--- config.mk ---
export PLATFORM = sky130hd
export DESIGN_NAME = mmio_gpio
export DESIGN_NICKNAME = d
export VERILOG_FILES = /design/src/rtl/mmio_gpio.sv
export SDC_FILE = /design/constraint.sdc
export NUM_CORES = 1
export LEC_CHECK = 0
export BUFFER_PORTS_ARGS = -buffer_cell sky130_fd_sc_hd__buf_2
export CAP_MARGIN = 20
export CORE_MARGIN = 8
export CORE_UTILIZATION = 31
export DETAILED_ROUTE_END_ITERATION = 8
export GPL_ROUTABILITY_DRIVEN = 0
export PLACE_DENSITY = 0.53
export SLEW_MARGIN = 20
export SYNTH_ARGS = -nofsm -noshare
export SYNTH_HDL_FRONTEND = slang
export SYNTH_SLANG_ARGS = --single-unit
--- constraint.sdc ---
create_clock -name clk -period 2.39 [get_ports clk]
set_clock_uncertainty 0.15 [all_clocks]
set_input_delay 0.3585 -clock clk [delete_from_list [all_inputs] [get_ports clk]]
set_output_delay 0.3585 -clock clk [all_outputs]
set_load 0.02 [all_outputs]
--- src/rtl/mmio_gpio.sv ---
// mmio_gpio
//   Memory-mapped GPIO peripheral for the Risc32 io_* bus.
//   Switch and button pins are synchronised and debounced.
//   Rising edges of the debounced buttons latch into sticky EDGE flags, which are cleared by writing 1.
//   LEDs can be written directly, or bit-set and bit-cleared through separate registers.
//   A level interrupt is raised while any enabled EDGE flag is pending.
//
// Ports
//   clk            system clock
//   rst            synchronous active-high reset
//   io_address     byte address; the block is selected when [31:8] matches BASE_ADDR and [7:5]==0
//   io_write_value write data
//   io_write_en    write strobe (one cycle per store)
//   io_read_en     read strobe
//   io_data_size   funct3 access size: 000 byte, 001 half, others word
//   io_read_value  combinational read data, 0 when not reading this block
//   sw_in          raw switch pins
//   btn_in         raw button pins
//   led_out        registered LED drive
//   irq            registered level interrupt
//
// Register map (word index io_address[4:2])
//   0 SW (RO), 1 BTN (RO), 2 EDGE (W1C), 3 LED (RW),
//   4 LED_SET (WO, reads LED), 5 LED_CLR (WO, reads LED), 6 IRQ_EN (RW), 7 reserved
module mmio_gpio #(
  parameter logic [31:0] BASE_ADDR       = 32'h0000_0000,
  parameter int          SW_WIDTH        = 16,
  parameter int          BTN_WIDTH       = 5,
  parameter int          LED_WIDTH       = 16,
  parameter int          DEBOUNCE_CYCLES = 1000000
) (
  input  logic                 clk,
  input  logic                 rst,
  input  logic [31:0]          io_address,
  input  logic [31:0]          io_write_value,
  input  logic                 io_write_en,
  input  logic                 io_read_en,
  input  logic [2:0]           io_data_size,
  output logic [31:0]          io_read_value,
  input  logic [SW_WIDTH-1:0]  sw_in,
  input  logic [BTN_WIDTH-1:0] btn_in,
  output logic [LED_WIDTH-1:0] led_out,
  output logic                 irq
);

  localparam int IN_W = SW_WIDTH + BTN_WIDTH;
  localparam int CW   = $clog2(DEBOUNCE_CYCLES + 1);
  localparam logic [CW-1:0] CNT_LAST = CW'(DEBOUNCE_CYCLES - 1);

  typedef enum logic [2:0] {
    REG_SW      = 3'd0,
    REG_BTN     = 3'd1,
    REG_EDGE    = 3'd2,
    REG_LED     = 3'd3,
    REG_LED_SET = 3'd4,
    REG_LED_CLR = 3'd5,
    REG_IRQ_EN  = 3'd6,
    REG_NONE    = 3'd7
  } reg_idx_e;

  // Switches and buttons share one synchroniser/debouncer array: switches in the low bits, buttons above.
  logic [IN_W-1:0] raw, s1, s2, stable, stable_next;
  logic [CW-1:0]   cnt      [IN_W];
  logic [CW-1:0]   cnt_next [IN_W];

  logic [SW_WIDTH-1:0]  sw_db;
  logic [BTN_WIDTH-1:0] btn_db, btn_rise, edge_flags, edge_clr, irq_en;
  logic [LED_WIDTH-1:0] led;

  logic        sel, wr;
  reg_idx_e    idx;
  logic [31:0] size_mask, wdata_m;
  logic        unused_addr;

  assign raw         = {btn_in, sw_in};
  assign sw_db       = stable[SW_WIDTH-1:0];
  assign btn_db      = stable[IN_W-1:SW_WIDTH];
  assign unused_addr = ^io_address[1:0];

  // A bit only adopts the synchronised value after it has disagreed with the stable value for DEBOUNCE_CYCLES
  // consecutive cycles; any agreement in between restarts the count.
  always_comb begin
    stable_next = stable;
    for (int i = 0; i < IN_W; i++) begin
      cnt_next[i] = '0;
      if (s2[i] != stable[i]) begin
        if (cnt[i] == CNT_LAST) begin
          stable_next[i] = s2[i];
        end else begin
          cnt_next[i] = cnt[i] + 1'b1;
        end
      end
    end
  end

  // Rise is taken from the next stable value so that the EDGE flag is set on the same edge the button settles.
  assign btn_rise = stable_next[IN_W-1:SW_WIDTH] & ~btn_db;

  always_ff @(posedge clk) begin
    if (rst) begin
      s1     <= '0;
      s2     <= '0;
      stable <= '0;
      for (int i = 0; i < IN_W; i++) cnt[i] <= '0;
    end else begin
      s1     <= raw;
      s2     <= s1;
      stable <= stable_next;
      for (int i = 0; i < IN_W; i++) cnt[i] <= cnt_next[i];
    end
  end

  // Bus decode. Narrow writes zero the unused upper data bits; the LED register alone keeps its upper bits.
  always_comb begin
    sel = (io_address[31:8] == BASE_ADDR[31:8]) && (io_address[7:5] == 3'b000);
    idx = reg_idx_e'(io_address[4:2]);
    wr  = io_write_en && sel;
    case (io_data_size)
      3'b000:  size_mask = 32'h0000_00FF;
      3'b001:  size_mask = 32'h0000_FFFF;
      default: size_mask = 32'hFFFF_FFFF;
    endcase
    wdata_m  = io_write_value & size_mask;
    edge_clr = (wr && idx == REG_EDGE) ? BTN_WIDTH'(wdata_m) : '0;
  end

  // Control registers. A new rising edge is ORed in after the W1C mask, so a set wins over a clear of the same bit.
  always_ff @(posedge clk) begin
    if (rst) begin
      edge_flags <= '0;
      irq_en     <= '0;
      led        <= '0;
      irq        <= 1'b0;
    end else begin
      edge_flags <= (edge_flags & ~edge_clr) | btn_rise;
      irq        <= |(edge_flags & irq_en);
      if (wr) begin
        case (idx)
          REG_LED:     led    <= LED_WIDTH'((32'(led) & ~size_mask) | wdata_m);
          REG_LED_SET: led    <= led | LED_WIDTH'(wdata_m);
          REG_LED_CLR: led    <= led & ~LED_WIDTH'(wdata_m);
          REG_IRQ_EN:  irq_en <= BTN_WIDTH'(wdata_m);
          default:     ;
        endcase
      end
    end
  end

  assign led_out = led;

  // Read data is zero whenever the block is not being read, so the bus can OR peripherals together.
  always_comb begin
    io_read_value = 32'h0;
    if (io_read_en && sel) begin
      case (idx)
        REG_SW:      io_read_value = 32'(sw_db);
        REG_BTN:     io_read_value = 32'(btn_db);
        REG_EDGE:    io_read_value = 32'(edge_flags);
        REG_LED:     io_read_value = 32'(led);
        REG_LED_SET: io_read_value = 32'(led);
        REG_LED_CLR: io_read_value = 32'(led);
        REG_IRQ_EN:  io_read_value = 32'(irq_en);
        default:     io_read_value = 32'h0;
      endcase
    end
  end

endmodule

# [Yosys cells after proc, flatten, opt, wreduce, memory -nomap -nowiden]
# Memory sizes are Yosys's and may differ from the RTL's.
# Index checks and enable logic that the tools add are counted.
[totals] reg_bits=90 ram_bits=420 inputBits=92 out_inout_bits=49 wordCells=238 mem_count=1
[op_classes] addsub=21 n_eq_ne=49 mux=81 n_bitwise=34 n_reduce_logical=29
[mem_list] name="cnt" words=21 word_bits=20 read_ports=21 rd_clocked_by_memory_dff=0 wr=21 line_no="63" source="logic [CW-1:0] cnt [IN_W];"
[op_table] op="$mux W20" n=63
[op_table] op="$add A20 B1 Y20 const B" n=21
[op_table] op="$eq A20 B20 Y1 const B" n=21
[op_table] op="$pmux W16 S5" n=1
[op_table] op="$and A16 B16 Y16" n=3
[op_table] op="$pmux W16 S3" n=1
[op_table] op="$reduce_and A2 Y1" n=18
[op_table] op="$not A16 Y16" n=2
[op_table] op="$or A16 B16 Y16" n=2
[op_table] op="$pmux W16 S2" n=1
[op_table] op="$logic_not A24 Y1" n=1
[op_table] op="$ne A1 B1 Y1" n=21
[op_table] op="$or A1 B1 Y1" n=21
[op_table] op="$mux W16" n=1
[op_table] op="$and A5 B5 Y5" n=3
[op_table] op="$mux W1" n=13
[op_table] op="$not A5 Y5" n=2
[op_table] op="$eq A3 B3 Y1 const B" n=3
[op_table] op="$logic_not A3 Y1" n=3
[op_table] op="$eq A3 B1 Y1 const B" n=2
[op_table] op="$eq A3 B2 Y1 const B" n=2
[op_table] op="$mux W5" n=1
[op_table] op="$or A5 B5 Y5" n=1
[op_table] op="$reduce_or A5 Y1" n=1
[op_table] op="other kinds (3)" n=6

# [Longest topological paths before layout]
# Gate-level depths: netlist of run 1.
[logic_depth] word_depth=8 mapped_depth=7 ltp_nobuf=5

# [Least setup slack after synthesis of run 1]
# No wires, ideal clock.
[synth_timing] path_kind="input-to-output" start="input port io_address[18]" end="output port io_read_value[10]" arrival_time_ps=1870 required_time_ps=1882 path_slack_ps=12 path_stages=6 path_buffers=2 cell_sequence="nor4_1 > and4_1 > clkbuf_1 > nand4_1 > clkbuf_1 > nor2_1"
[synth_via] elab_chain_cells=4
[synth_rtl] element="start: declaration" line_no="34" source="input logic [31:0] io_address,"
[synth_rtl] element="$logic_not A24 Y1" line_no="115" source="sel = (io_address[31:8] == BASE_ADDR[31:8]) && (io_address[7:5] == 3'b000);"
[synth_rtl] element="$logic_and A1 B1 Y1" line_no="115"
[synth_rtl] element="$logic_and A1 B1 Y1" line_no="154" source="if (io_read_en && sel) begin"
[synth_rtl] element="$mux W16" line_no="154"
[synth_rtl] element="end: declaration" line_no="39" source="output logic [31:0] io_read_value,"
# No other way between the ends.

# [Final worst setup path of run 1]
[layout_timing] start="register irq_en[3]" end="output port io_read_value[3]"
[layout_via] elab_chain_cells=2
[layout_rtl] element="start: declaration" line_no="67" source="logic [BTN_WIDTH-1:0] btn_db, btn_rise, edge_flags, edge_clr, irq_en;"
[layout_rtl] element="start signal: assignment" line_no="142" source="REG_IRQ_EN: irq_en <= BTN_WIDTH'(wdata_m);"
[layout_rtl] element="$pmux W16 S5" line_no="155" source="case (idx)"
[layout_rtl] element="$mux W16" line_no="154"
# No other way between the ends.

==> tab_implementation.tex, run 1 <==
\begin{tabular}{lr}
\hline
Metric & Value \\
\hline
\multicolumn{2}{l}{\textbf{Synthesis}} \\
Sequential cell area fraction in the yosys report & 0.446 \\
Post-synthesis area per instance & 8.68 µm² \\
Gate count after technology mapping & 2,636 \\
Primary FF master, synth & dfxtp\_1 \\
Share of async-settable or async-resettable flops after synthesis & 0 \\
Number of enable-type register cells in the synthesized netlist & 0 \\
Post-synthesis cell area & 22,900 µm² \\
Biggest area consumer among synthesized cells & dfxtp\_1 \\
Proportion of netlist area held by the largest area contributor & 0.446 \\
Warnings, synthesis & 0 \\
Flip-flop and latch count after synthesis & 510 \\
Count of cell types in the netlist & 62 \\
Ranking of synthesized cells by area & dfxtp\_1 (45\%), xor2\_1 (5.2\%), nor2\_1 (5.2\%), xnor2\_1 (5.1\%), nand3\_1 (3.5\%) \\
\multicolumn{2}{l}{\textbf{GRT}} \\
Antenna violations before repair & 5 \\
Largest net degree at the start of global routing & 36 \\
First-pass GRT wire length & 93,100 µm \\
GR Overflow Total & 0 \\
Total routing resource utilization after global routing & 0.132 \\
Vias in the first global route & 18,741 \\
\multicolumn{2}{l}{\textbf{Setup path}} \\
WP data required & 1.88 ns \\
Category of the most critical setup path & flip-flop to primary output \\
Worst-path cell chain & a22oi\_1 > o22a\_1 > a21oi\_2 > buf\_2 \\
Arrival time at the worst endpoint & 1.83 ns \\
Worst Path Max Fanout & 3 \\
Startpoint kind of the worst setup timing path & flip-flop \\
CP max-delay cell & dfxtp\_1 \\
Critical Path Max Stage Delay & 0.38 ns \\
Crit. End Element & primary output \\
\multicolumn{2}{l}{\textbf{Finish}} \\
Final cell count without fillers & 3,846 \\
Highest-count cells in the layout ignoring fill and taps & dfxtp\_1 (502), nor2\_1 (314), nand3\_1 (162) \\
Number of filler instances in the final layout & 7,303 \\
Net count reported at finish & 2,950 \\
Area overhead of the layout relative to synthesis & 20.0\% \\
Cell area after layout & 27,400 µm² \\
Leading cell type in the layout, fill and taps excluded & dfxtp\_1 \\
Share of cells above drive strength 1 & 0.123 \\
\multicolumn{2}{l}{\textbf{STA}} \\
Final period utilization & 0.980 \\
Final min period & 2.34 ns \\
Worst-margin pin slew & 0.836 ns \\
Final Hold Violating Endpoints & 0 \\
F\_max & 0.427 GHz \\
Unrepaired setup endpoints after global routing & true \\
Final total negative setup slack & 0 ns \\
Max transition margin & 0.439 \\
Final setup violation count & 0 \\
Pins Over Slew Limit & 0 \\
\multicolumn{2}{l}{\textbf{Clock network}} \\
Max H-tree Level & 2 \\
TritonCTS clock tree & yes \\
Master cell of the clock root buffer & clkbuf\_16 \\
Clk pin slew, worst setup/hold paths & 0.06 ns \\
Source-to-sink clock delay at the later pin of the worst-skew pair & 0.61 ns \\
Clock sink count & 510 \\
Number of CTS-inserted buffers & 55 \\
Maximum count of clock buffers along a single path & 3 \\
\multicolumn{2}{l}{\textbf{Die}} \\
Cell Rows & 99 \\
I/O Pins & 141 \\
Initial core utilization & 0.314 \\
Die H & 288 µm \\
Die width & 288 µm \\
Die outline area & 82,700 µm² \\
Area of the core region & 73,000 µm² \\
\multicolumn{2}{l}{\textbf{Power}} \\
Worst ir drop on vdd & 0.558 mV \\
Power density normalized to cell area & 654 nW/µm² \\
Leakage power summed over all cells & 8.69 nW \\
Total power & 0.0179 W \\
\multicolumn{2}{l}{\textbf{Detailed routing}} \\
Detailed Route Iter0 Violations & 1,237 \\
Via count & 19,587 \\
Average detailed-routed wire length per instance & 14.7 µm \\
Detailed-router iteration count before antenna repair & 5 \\
Via-per-instance ratio & 5.09 \\
Number of design rule violations left after detail routing & 0 \\
Post-route antenna net violation count & 0 \\
Detailed Route WL & 56,500 µm \\
\multicolumn{2}{l}{\textbf{Run status}} \\
Run status & finished clean \\
\multicolumn{2}{l}{\textbf{Place}} \\
HPWL reported at the end of detailed placement & 40,600 µm \\
Placed Instances & 3,690 \\
Placement Cell Area & 24,800 µm² \\
Quantity of I/O buffers inserted on ports & 106 \\
\multicolumn{2}{l}{\textbf{Hold path}} \\
Path type of the worst min-delay path & input port to flip-flop \\
\multicolumn{2}{l}{\textbf{Run}} \\
Max-cap check violation count & 0 \\
\hline
\end{tabular}
-- cells in the mapped netlist, types with 3 or more instances --
cell	instances
and3_1	31
dfxtp_1	510
or4b_1	9
and4_1	43
o211ai_1	28
or4_1	73
nand4b_1	10
xnor2_1	133
buf_4	18
nand3b_1	4
or2_2	7
nand2_1	132
nor3b_1	9
a22oi_1	19
or3_1	99
a21oi_1	161
or4b_2	5
nand4_1	96
nand2b_1	3
a31o_2	5
a2111oi_0	8
nor2b_1	48
o311a_1	8
nor4bb_1	5
a21o_1	11
or3b_2	17
mux2i_1	4
nor4b_1	19
o22ai_1	8
o21ai_0	96
inv_1	100
o31ai_1	50
nand3_1	162
xor2_1	136
nor2_1	315
and2_1	16
clkbuf_1	73
nor4_1	46
ha_1	21
o21a_1	8
nor3_1	45
buf_2	18
-- report_power, final --
part | total, W | internal (W) | switching, W
sequential | 0.00857 | 0.00854 | 0.0000281
combinational | 0.000458 | 0.000185 | 0.000273
clock | 0.00892 | 0.00542 | 0.00350
total | 0.0179 | 0.0141 | 0.00380
-- sequential cells by signal, indices dropped and copies added, names as in the netlist --
signal,count
cnt,420
stable,21
s2,21
led_out,16
edge_flags,5
irq_en,5
s1,21
irq,1
-- logic make-up after synthesis --
| group | share of synthesized area |
|---|---|
| buffers and inverters | 0.0387 |
| AND/OR/NAND/NOR | 0.288 |
| adder cells (fa/ha/maj) | 0.0115 |
| flip-flops | 0.446 |
| other | 0.000164 |
| AO/OA/AOI/OAI | 0.110 |
| XOR/XNOR | 0.103 |
| multiplexers | 0.00175 |
-- stage by stage --
step	hold WS, ns	utilization	setup WS [ns]
floorplan	0.263	-	0.0117
global placement	0.269	0.340	0.0105
detailed placement	0.274	0.340	-0.0312
CTS	0.182	0.373	-0.0289
global route	0.227	0.376	-0.0213
finish	0.240	0.376	0.0484
-- cell type report --
class,instances,area [µm²],area share
Antenna cell,4,10.0,0.000365
Inverter,101,379,0.0138
Clock inverter,22,284,0.0103
Tap cell,959,1200,0.0437
Clock buffer,81,1650,0.0600
Multi-Input combinational cell,1929,12000,0.436
Timing Repair Buffer,240,1720,0.0628
Sequential cell,510,10200,0.373
-- timing repair --
action | in CTS | in global routing
endpoints found under the hold margin | 52 | 0
resized for setup | 17 | 33
cloned | 0 | 1
endpoints found under the setup margin | 9 | 48
setup buffers | 0 | 7
hold buffers | 41 | 0
pin swaps | 0 | 8
-- per-layer routing --
layer | vias to the layer above | track usage | wire length [µm]
met1 | 9259 | 0.180 | 27000
met3 | 87 | 0.0302 | 3560
met4 | 4 | 0.0410 | 1380
li1 | 9835 | - | -
met5 | - | 0 | 23
met2 | 402 | 0.206 | 24500
-- worst paths after layout --
check | start | endpoint | slack, ns | cells after the start
hold reg to reg | cnt[2][40]$_SDFF_PP0_ | cnt[2][40]$_SDFF_PP0_ | 0.28 | 1
hold / removal | io_write_en | led_out[6]$_SDFFE_PP0P_ | 0.24 | 5
setup reg to reg | cnt[0][151]$_SDFF_PP0_ | cnt[0][156]$_SDFF_PP0_ | 0.06 | 6
setup / recovery | irq_en[3]$_SDFFE_PP0P_ | io_read_value[3] | 0.05 | 4
-- worst max-delay path, delay by kind of cell (launching register included) --
family          cells  cell delay [ns]
compound gates      3             0.65
flops               1             0.38
buf+inv             1             0.21
Power figures use the tool's default switching activity.
==> run 2, diff against run 1 <==
Settings changed: BUFFER_PORTS_ARGS -buffer_cell sky130_fd_sc_hd__buf_2 to default, CORE_ASPECT_RATIO from default to 0.5, CORE_UTILIZATION 31 to 47, DONT_BUFFER_PORTS from default to 1, PLACE_DENSITY 0.53 to 0.69.
==> tab_implementation.tex, run 2 (synthesized netlist as in run 1, its figures left out) <==
\begin{tabular}{lr}
\hline
Metric & Value \\
\hline
\multicolumn{2}{l}{\textbf{Setup path}} \\
WP data required & 1.88 ns (about the same) \\
Category of the most critical setup path & flip-flop to primary output (unchanged) \\
Startpoint kind of the worst setup timing path & flip-flop (unchanged) \\
Worst Path Max Fanout & 2 (was 3) \\
Crit. End Element & primary output (unchanged) \\
Arrival time at the worst endpoint & 1.83 ns (about the same) \\
\multicolumn{2}{l}{\textbf{STA}} \\
Final min period & 2.34 ns (about the same) \\
Final setup margin & 0.0490 ns (was 0.0484 ns) \\
Worst-margin pin slew & 0.635 ns (was 0.836 ns) \\
Final period utilization & 0.979 (was 0.980) \\
Hold slack final & 0.0368 ns (was 0.240 ns) \\
Unrepaired setup endpoints after global routing & true (unchanged) \\
F\_max & 0.427 GHz (about the same) \\
Pins Over Slew Limit & 0 (unchanged) \\
Final setup violation count & 0 (unchanged) \\
Final total negative setup slack & 0 ns (unchanged) \\
Final Hold Violating Endpoints & 0 (unchanged) \\
Max transition margin & 0.571 (was 0.439) \\
\multicolumn{2}{l}{\textbf{Power}} \\
Combinational share of power & 0.020 (was 0.026) \\
Power density normalized to cell area & 647 nW/µm² (was 654 nW/µm²) \\
Total power & 0.0169 W (was 0.0179 W) \\
Leakage power summed over all cells & 8.07 nW (was 8.69 nW) \\
Seq pwr share & 0.506 (was 0.477) \\
Net switching share of the total power & 0.207 (was 0.212) \\
Int Power & 0.0134 W (was 0.0141 W) \\
Worst ir drop on vdd & 0.463 mV (was 0.558 mV) \\
Clk pwr share & 0.474 (was 0.497) \\
Power dissipated by switching net loads & 0.00350 W (was 0.00380 W) \\
\multicolumn{2}{l}{\textbf{Die}} \\
Die outline area & 56,400 µm² (was 82,700 µm²) \\
Initial core utilization & 0.474 (was 0.314) \\
Die H & 172 µm (was 288 µm) \\
Cell Rows & 57 (was 99) \\
I/O Pins & 141 (unchanged) \\
Die width & 328 µm (was 288 µm) \\
Area of the core region & 48,300 µm² (was 73,000 µm²) \\
\multicolumn{2}{l}{\textbf{Place}} \\
Placed Instances & 3,280 (was 3,690) \\
Quantity of I/O buffers inserted on ports & 0 (was 106) \\
Worst setup slack before clock tree synthesis & 0.115 ns (was -0.0312 ns) \\
HPWL reported at the end of detailed placement & 33,100 µm (was 40,600 µm) \\
\multicolumn{2}{l}{\textbf{GRT}} \\
Vias in the first global route & 17,855 (was 18,741) \\
Largest net degree at the start of global routing & 73 (was 36) \\
First-pass GRT wire length & 84,100 µm (was 93,100 µm) \\
GR Overflow Total & 0 (unchanged) \\
Antenna violations before repair & 3 (was 5) \\
Total routing resource utilization after global routing & 0.171 (was 0.132) \\
\multicolumn{2}{l}{\textbf{Finish}} \\
Number of filler instances in the final layout & 4,322 (was 7,303) \\
Share of cells above drive strength 1 & 0.0840 (was 0.123) \\
Final cell count without fillers & 3,417 (was 3,846) \\
Net count reported at finish & 2,840 (was 2,950) \\
Register with the highest flop count & cnt (unchanged) \\
Area overhead of the layout relative to synthesis & 14.3\% (was 20.0\%) \\
Max FFs per register & 420 (unchanged) \\
Leading cell type in the layout, fill and taps excluded & dfxtp\_1 (unchanged) \\
Highest-count cells in the layout ignoring fill and taps & dfxtp\_1 (503), nor2\_1 (315), nand3\_1 (162) (was dfxtp\_1 (502), nor2\_1 (314), nand3\_1 (162)) \\
\multicolumn{2}{l}{\textbf{Clock network}} \\
Maximum count of clock buffers along a single path & 3 (unchanged) \\
Max H-tree Level & 2 (unchanged) \\
Number of CTS-inserted buffers & 47 (was 55) \\
Clock sink count & 510 (unchanged) \\
Clk pin slew, worst setup/hold paths & 0.06 ns (about the same) \\
Master cell of the clock root buffer & clkbuf\_16 (unchanged) \\
Source-to-sink clock delay at the later pin of the worst-skew pair & 0.56 ns (was 0.61 ns) \\
TritonCTS clock tree & yes (unchanged) \\
\multicolumn{2}{l}{\textbf{Detailed routing}} \\
Post-route antenna net violation count & 0 (unchanged) \\
Number of design rule violations left after detail routing & 0 (unchanged) \\
Detailed Route Iter0 Violations & 1,247 (was 1,237) \\
Detailed-router iteration count before antenna repair & 6 (was 5) \\
Via-per-instance ratio & 5.52 (was 5.09) \\
Detailed Route WL & 50,000 µm (was 56,500 µm) \\
Via count & 18,858 (was 19,587) \\
Average detailed-routed wire length per instance & 14.6 µm (was 14.7 µm) \\
\multicolumn{2}{l}{\textbf{Run status}} \\
Run status & finished clean (unchanged) \\
\multicolumn{2}{l}{\textbf{Run}} \\
Max-cap check violation count & 0 (unchanged) \\
\multicolumn{2}{l}{\textbf{Hold path}} \\
Path type of the worst min-delay path & input port to flip-flop (unchanged) \\
\hline
\end{tabular}
[run 2: cell types whose count changed in the layout (fill, tap and decap cells not counted), sizes merged]
| cell | change |
|---|---|
| diode | +2 |
| clkinvlp | -1 |
| clkbuf | -18 |
| clkinv | -2 |
| buf | -100 |
| bufinv | +1 |
| dlygate4sd3 | -1 |
[run 2: layout make-up]
class / count / area, µm² / area share
multi-input cells: 1929 / 11900 / 0.455
flip-flops and latches: 510 / 10200 / 0.391
clock buffers: 64 / 1360 / 0.0521
repair buffers: 138 / 1180 / 0.0450
well taps: 649 / 812 / 0.0311
inverters: 101 / 379 / 0.0145
clock inverters: 20 / 284 / 0.0109
diodes: 6 / 15.0 / 0.000574
[run 2: per-stage QoR]
| step | cell area, µm² | utilization |
|---|---|---|
| after floorplan | 22900 | - |
| after detailed placement | 23900 | 0.496 |
| after global placement | 23900 | 0.496 |
| after CTS | 26100 | 0.540 |
| final | 26100 | 0.541 |
| after global routing | 26100 | 0.541 |
[run 2: repair_timing]
item,CTS,global route
setup buffers,3,3
endpoints found under the setup margin,3,17
endpoints found under the hold margin,87,0
resized for setup,11,12
hold buffers,41,0
pin swaps,0,2
[run 2: path summary, 6_finish.rpt]
| check | startpoint | to | depth (start not counted) | slack, ns |
|---|---|---|---|---|
| hold reg to reg | s1[2]$_SDFF_PP0_ | s2[2]$_SDFF_PP0_ | 1 | 0.29 |
| setup / recovery | stable[2]$_SDFFE_PP0P_ | io_read_value[2] | 6 | 0.05 |
| setup reg to reg | cnt[2][27]$_SDFF_PP0_ | cnt[2][31]$_SDFF_PP0_ | 5 | 0.10 |
| hold / removal | rst | s1[1]$_SDFF_PP0_ | 2 | 0.04 |
[run 2: power groups by stage]
stage                     logic, W  registers, W  clock network [W]
after floorplan           0.000222       0.00875                  0
after global placement    0.000232       0.00876                  0
after detailed placement  0.000236       0.00876                  0
after CTS                 0.000327       0.00856            0.00822
after global routing      0.000360       0.00856            0.00858
final                     0.000330       0.00856            0.00802
[run 2: metal layers]
metal	wire length (µm)	vias to the layer above	track usage
met1	22800	8862	0.209
met2	24300	286	0.307
li1	-	9617	-
met4	1230	0	0.0540
met5	0	-	0
met3	1640	93	0.0275
[run 2: worst max-delay path, cell delays in order (launching register included)]
cell and delay, ns:
dfxtp_4 0.36, mux2i_1 0.06, or2_2 0.27, a21o_1 0.17, a21oi_2 0.14, buf_4 0.14
buf_4 0.13
